**src/rtl/zero_count_arbiter.sv**
```systemverilog
// Round-robin arbiter in front of one shared bit-serial zero counter.
// Each granted word is scanned LSB-first, one bit per cycle, then reported with its requester index.
module zero_count_arbiter #(
    parameter  int unsigned NUM_REQ = 4,
    parameter  int unsigned DATA_W  = 8,
    localparam int unsigned CNT_W   = $clog2(DATA_W + 1),
    localparam int unsigned ID_W    = $clog2(NUM_REQ)
) (
    input  logic                        clk,
    input  logic                        rst_n,
    input  logic [NUM_REQ-1:0]          req,
    input  logic [NUM_REQ*DATA_W-1:0]   din,
    output logic [NUM_REQ-1:0]          gnt,
    output logic                        busy,
    output logic [NUM_REQ-1:0]          done,
    output logic [CNT_W-1:0]            count,
    output logic [ID_W-1:0]             count_id
);

    typedef enum logic [1:0] {
        IDLE  = 2'd0,
        COUNT = 2'd1,
        DONE  = 2'd2
    } state_t;

    state_t               state_q, state_d;
    logic [ID_W-1:0]      ptr_q, ptr_d;
    logic [DATA_W-1:0]    shift_q, shift_d;
    logic [CNT_W-1:0]     bit_q, bit_d;
    logic [CNT_W-1:0]     acc_q, acc_d;
    logic [ID_W-1:0]      id_q, id_d;
    logic [NUM_REQ-1:0]   gnt_q, gnt_d;
    logic [NUM_REQ-1:0]   done_q, done_d;
    logic                 busy_q, busy_d;
    logic [CNT_W-1:0]     count_q, count_d;
    logic [ID_W-1:0]      count_id_q, count_id_d;

    logic [DATA_W-1:0]    words [NUM_REQ];
    logic                 win_found;
    logic [ID_W-1:0]      win_idx;
    int unsigned          cand;

    for (genvar g = 0; g < int'(NUM_REQ); g++) begin : g_unpack
        assign words[g] = din[g*DATA_W +: DATA_W];
    end

    // Round-robin search starting at ptr_q, wrapping past NUM_REQ-1.
    always_comb begin
        win_found = 1'b0;
        win_idx   = '0;
        cand      = 0;
        for (int unsigned i = 0; i < NUM_REQ; i++) begin
            cand = 32'(ptr_q) + i;
            if (cand >= NUM_REQ) begin
                cand = cand - NUM_REQ;
            end
            if (!win_found && req[ID_W'(cand)]) begin
                win_found = 1'b1;
                win_idx   = ID_W'(cand);
            end
        end
    end

    always_comb begin
        state_d    = state_q;
        ptr_d      = ptr_q;
        shift_d    = shift_q;
        bit_d      = bit_q;
        acc_d      = acc_q;
        id_d       = id_q;
        gnt_d      = '0;
        done_d     = '0;
        count_d    = count_q;
        count_id_d = count_id_q;

        case (state_q)
            IDLE: begin
                if (win_found) begin
                    gnt_d   = NUM_REQ'(1) << win_idx;
                    shift_d = words[win_idx];
                    id_d    = win_idx;
                    acc_d   = '0;
                    bit_d   = '0;
                    ptr_d   = (win_idx == ID_W'(NUM_REQ - 1)) ? '0 : win_idx + ID_W'(1);
                    state_d = COUNT;
                end
            end
            COUNT: begin
                acc_d   = acc_q + CNT_W'(~shift_q[0]);
                shift_d = shift_q >> 1;
                bit_d   = bit_q + CNT_W'(1);
                if (bit_q == CNT_W'(DATA_W - 1)) begin
                    count_d    = acc_d;
                    count_id_d = id_q;
                    done_d     = NUM_REQ'(1) << id_q;
                    state_d    = DONE;
                end
            end
            DONE: begin
                state_d = IDLE;
            end
            default: begin
                state_d = IDLE;
            end
        endcase

        busy_d = (state_d != IDLE);
    end

    always_ff @(posedge clk or negedge rst_n) begin
        if (!rst_n) begin
            state_q    <= IDLE;
            ptr_q      <= '0;
            shift_q    <= '0;
            bit_q      <= '0;
            acc_q      <= '0;
            id_q       <= '0;
            gnt_q      <= '0;
            done_q     <= '0;
            busy_q     <= 1'b0;
            count_q    <= '0;
            count_id_q <= '0;
        end else begin
            state_q    <= state_d;
            ptr_q      <= ptr_d;
            shift_q    <= shift_d;
            bit_q      <= bit_d;
            acc_q      <= acc_d;
            id_q       <= id_d;
            gnt_q      <= gnt_d;
            done_q     <= done_d;
            busy_q     <= busy_d;
            count_q    <= count_d;
            count_id_q <= count_id_d;
        end
    end

    assign gnt      = gnt_q;
    assign done     = done_q;
    assign busy     = busy_q;
    assign count    = count_q;
    assign count_id = count_id_q;

endmodule

```
**config.mk**
```make
export PLATFORM = sky130hd
export DESIGN_NAME = zero_count_arbiter
export DESIGN_NICKNAME = d
export VERILOG_FILES = /design/src/rtl/zero_count_arbiter.sv
export SDC_FILE = /design/constraint.sdc
export NUM_CORES = 1
export LEC_CHECK = 0
export ABC_AREA = 1
export CAP_MARGIN = 20
export CORE_ASPECT_RATIO = 1.4
export CORE_UTILIZATION = 40
export DETAILED_ROUTE_END_ITERATION = 10
export GPL_ROUTABILITY_DRIVEN = 0
export PLACE_DENSITY = 0.64
export RECOVER_POWER = 50
export SKIP_LAST_GASP = 1
export SYNTH_ARGS = -nofsm -noshare
export SYNTH_HDL_FRONTEND = slang
export SYNTH_SLANG_ARGS = --single-unit
```
**constraint.sdc**
```tcl
create_clock -name clk -period 2.5 [get_ports clk]
set_input_delay 0.25 -clock clk [delete_from_list [all_inputs] [get_ports clk]]
set_output_delay 0.25 -clock clk [all_outputs]
set_load 0.01 [all_outputs]
```
* Yosys cells after proc, flatten, opt, wreduce, memory -nomap -nowiden *
Cells that the tools add are included.

word-level totals
  flip-flop bits (word level) = 37
  input bits = 38
  output and inout bits = 15
  word-level logic and storage cells = 86

operators by class
  $add $sub $neg = 10
  order comparisons = 9
  eq/ne operators = 4
  shift operators = 2
  multiplexer cells = 36
  bitwise operators = 2
  reductions and logical operators = 12

operator list
  kind                                                  count
  2-to-1 mux 8 bit                                      3
  2-to-1 mux 2 bit                                      11
  2-to-1 mux 4 bit                                      5
  binary-select mux 8 bit (select 2 bit)                1
  one-hot mux 4 bit (2 select lines)                    2
  one-hot mux 8 bit (2 select lines)                    1
  >= comparator 3 bit (second input constant)           4
  < comparator 2 x 3 -> 1 bit (second input constant)   4
  binary-select mux 1 bit (select 2 bit)                4
  2-to-1 mux 1 bit                                      8
  left shift 1 x 2 -> 4 bit (first input constant)      2
  subtractor 2 x 1 -> 2 bit (second input constant)     4
  adder 2 x 2 -> 3 bit (second input constant)          2
  AND reduction 2 bit                                   3
  adder 4 x 1 -> 4 bit (second input constant)          1
  adder 4 bit                                           1
  == test 4 x 3 -> 1 bit (second input constant)        1
  inverter 1 -> 4 bit                                   1
  one-hot mux 2 bit (2 select lines)                    1
  nonzero test 2 bit                                    2
  adder 2 x 1 -> 3 bit (second input constant)          1
  >= comparator 2 x 3 -> 1 bit (second input constant)  1
  logical AND 1 bit                                     3
  logical NOT 1 bit                                     3
  6 further kinds                                       6

* Depth between registers and ports, before layout *
  depth in word-level cells = 20
  mapped depth = 15
  gate-level depth less buffers = 14

* Least setup slack after synthesis *
Ideal clock, no wire load.

  kind = register to register
  start = register ptr_q[0]
  end = register ptr_q[1]
  setup time = 0.122 ns
  arrival time = 1.795 ns
  required time = 2.378 ns
  path slack = 0.583 ns
  stages on the path, launching flop included = 14
  buffers on the path = 2
  clock period less this slack = 1.917 ns
  path through = dfrtp_1 > buf_6 > nand2_2 > nand3_1 > nand2_2 > inv_2 > a21oi_2 > nand2_4 > nand2_4 > buf_6 > inv_1 > ha_1 > nand2_1 > o21ai_1

on the way
  longest elaborated chain between the ends = 16
  elaborated cells on any way between the ends = 41
  classes of those cells = add/sub (8); order compare (4); eq/ne (1); mux (21); reduce/logical (7)

RTL lines
  what                                                           line  text
  start, declared                                                27    logic [ID_W-1:0] ptr_q, ptr_d;
  start signal, assigned                                         125   ptr_q <= ptr_d;
  branches (longest 13 deep; another with adder 2 x 1 -> 3 bit)  -
  2-to-1 mux 2 bit *                                             57    if (!win_found && req[ID_W'(cand)]) begin
  via win_idx[0]                                                 40    logic [ID_W-1:0] win_idx;
  adder 2 x 1 -> 2 bit / == test 2 bit (equally long branches)   84    ptr_d = (win_idx == ID_W'(NUM_REQ - 1)) ? '0 : win_idx + ID_W'(1);
  2-to-1 mux 2 bit *                                             84

Mark *: on every way through the listed nets, which the timed path passes. The select of a mux whose other input is x is not followed.
A chain may end at the register's enable or synchronous reset.

* Final worst setup path *
Ends and elaborated chain as after synthesis.

==> results.md <==
* Status: finished clean
* Core region area at 5570 sq um
* Count of inserted antenna diode cells at 0
* Relative contribution of sequential cells to total power at 0.268
* Power Density at 1220 nW/um^2
* DRT met1 WL at 2.02 mm
* Synth Warn # at 0
* Final count of hold timing violations at 0
* Number of post-CTS setup repair buffers at 0
* Total of fill cells in the finished design at 556
* Number of iterations in the first detailed-routing pass at 4
* Number of cells on the worst hold path at 2
* Setup skew after layout at 0.00552 ns
* Number of enable-type register cells in the synthesized netlist at 0
* Count of unique library cells instantiated by Yosys at 30
* Synthesized flop and latch total at 37
* Depth of the most critical reg-to-reg path at 12
* Maximum resistive drop on vdd at 749 uV
* Avg WL per Cell at 10.4 um
* Clock-pin transition on the worst setup and hold timing paths at 0.07 ns
* Part of the power in combinational logic at 0.622
* Antenna Nets Post-Route at 0
* Die width at 66.5 um
* Netlist area before placement at 2330 sq um
* Total of buffers placed on input and output ports at 52
* DR DRC count at 0
* Net switching power at 1.75 mW
* Post-layout utilization of the core at 0.537
* Proportion of synthesized flip-flops having asynchronous set or reset at 1.00
* Die Footprint at 6130 sq um
* Largest cells by area after synthesis: dfrtp_1 (40%), nand2_1 (16%), inv_1 (9.2%)
* Endpoints failing setup at 0
* Sequential element share of the synthesized area at 0.398
* Total number of clock tree sinks at 37
* Share of post-route cells with drive strength above 1 at 0.130
* Count of mapped cells out of synthesis at 321
* Most used flip-flop cell after synthesis: dfrtp_1
* I/O pin count at 53
* Worst hold slack after final layout at 0.487 ns
* Placed Area at 2910 sq um
* Post-placement cell count at 438
* Vertical die dimension at 92.3 um
* Max-capacitance violation count at 0
* Syn Nets at 366
* Worst Path Required at 2.68 ns
* Met2 routed WL at 2.38 mm
* Area leader, netlist: dfrtp_1
* Tot Pwr at 3.65 mW
* Mean number of vias per cell at 4.59
* Achievable clock frequency at 466 MHz
* Number of global-route vias before repair at 1909
* Cells resized by post-CTS repair at 0
* Type of the tightest min-delay check: flop to flop
* CTS Hold Bufs at 0
* Max transition margin at 0.407
* Slew Viols, Final at 0
* Clock buffers created by TritonCTS at 5
* Total congestion overflow at 0
* Top metal layer carrying routed signals: met4
* Post-detailed-routing wire length at 4.64 mm
* Shortest clock period the worst path allows after layout at 2.14 ns
* Startpoint type of the worst setup path: flop
* Fin crit share at 0.858
* Clock network fraction of total power at 0.110
* CTS tree: yes
* Final total negative setup slack at 0 ns
* Vias after detailed routing at 2047
* Total global routing track utilization at 0.171
* Worst-case setup margin in the final layout at 0.356 ns
* Worst Tran Pin Value at 0.889 ns
* Most instantiated library cell after synthesis: nand2_1
* Number of standard cells in the layout, taps in and fillers out at 446
* Worst setup EP type: flop
* Unrepaired setup endpoints after global routing: false
* Area delta synth->final at 28.4%
* Net count of the finished layout at 422
* Internal Pwr Total at 1.90 mW
* Clock buffer depth at 2
* Net switching fraction of the power at 0.479
* Total met3 wirelength after detailed routing at 143 um
* Initial antenna violation count at 0
* Half-perimeter wire length of the detailed placement result at 3.64 mm
* Critical-path maximum fanout at 10
* Starting DRC count in detailed routing at 101
* Post-synthesis area per instance at 7.25 sq um
* Setup slack after placement at 0.264 ns
* Global-route wire length before repair at 8.13 mm
* Site Rows at 32
* Commonest cells post-synth: nand2_1 (99), inv_1 (57), nand3_1 (41)
* Leak at 1.63 nW
* Pin count of the biggest net entering global routing at 38
* Kind of critical path: flop to flop
* Number of H-tree branching levels at 2
* Post-synth top area share at 0.398
* Effective utilization at floorplan at 0.418
* Post-route standard cell area excluding fillers at 2990 sq um
* WP data arrival at 2.32 ns
* Later-pin clock latency in the skew report at 0.29 ns
* Root Buffer: clkbuf_8
final timing paths:
kind,endpoint,startpoint,slack [ns]
max,ptr_q[1]$_DFFE_PN0P_,ptr_q[0]$_DFFE_PN0P_,0.36
min,count_id[1]$_DFFE_PN0P_,count_id[1]$_DFFE_PN0P_,0.49
max reg2reg,ptr_q[1]$_DFFE_PN0P_,ptr_q[0]$_DFFE_PN0P_,0.36
min reg2reg,count_id[1]$_DFFE_PN0P_,count_id[1]$_DFFE_PN0P_,0.49
max in group asynchronous,shift_q[6]$_DFFE_PN0P_,rst_n,1.34
min in group asynchronous,done[0]$_DFF_PN0_,rst_n,0.60
layout by cell type (no fill, tap or decap), types with 7 or more instances in the layout:
cell,netlist,layout
dlygate4sd3_1,0,8
nor2_1,13,13
nand2_1,99,99
o21ai_0,11,11
nand3_1,41,41
clkdlybuf4s50_1,0,44
inv_1,57,57
ha_1,7,7
dfrtp_1,37,37
nand2_2,16,16
kinds of logic (layout without fill, tap and decap cells):
group                    after synthesis  in the layout  synth area share
AND/OR/NAND/NOR                      181            181             0.359
buffers and inverters                 71            128             0.130
flip-flops                            37             37             0.398
AO/OA/AOI/OAI                         23             23            0.0682
adder cells (fa/ha/maj)                7              7            0.0376
XOR/XNOR                               2              2           0.00752
power groups by stage:
stage	combinational (mW)	clock (mW)	sequential, mW
5_1_grt	2.60	0.443	1.00
3_3_place_gp	2.25	0	0.986
6_report	2.27	0.403	0.978
4_1_cts	2.30	0.415	0.980
3_5_place_dp	2.29	0	0.990
2_1_floorplan	1.75	0	0.985
sequential cells by signal, summed over array words and instances (netlist names):
signal and flops:
shift_q 8, state_q 2, ptr_q 2, bit_q 4, done 4, count_id 2, id_q 2, acc_q 4
gnt 4, busy 1, count 4
final cells by class:
type                       instances  area, sq um  share of cell area
sequential                        37          926               0.310
clock inverter                     3         17.5             0.00586
clock buffer                       5         68.8              0.0230
tap                               68         85.1              0.0285
inverter                          63          236              0.0791
timing repair buffer              57          556               0.186
multi-input combinational        213         1100               0.368
critical path: stages, from the launching register on:
cell and delay, ns:
dfrtp_1 0.51, inv_2 0.13, nand2_1 0.12, nand2_4 0.08
nand2_2 0.07, inv_1 0.04, a21boi_0 0.28, nand2_1 0.10
nor2_1 0.19, nor2_4 0.10, ha_1 0.28, nand2_1 0.06
o21ai_1 0.05
metal layers:
layer | GRT usage | vias up
li1 | - | 1087
met1 | 0.208 | 913
met2 | 0.293 | 40
met3 | 0.0274 | 7
met4 | 0.0691 | 0
met5 | 0 | -
No activity file was read; power rests on OpenSTA's default activity.
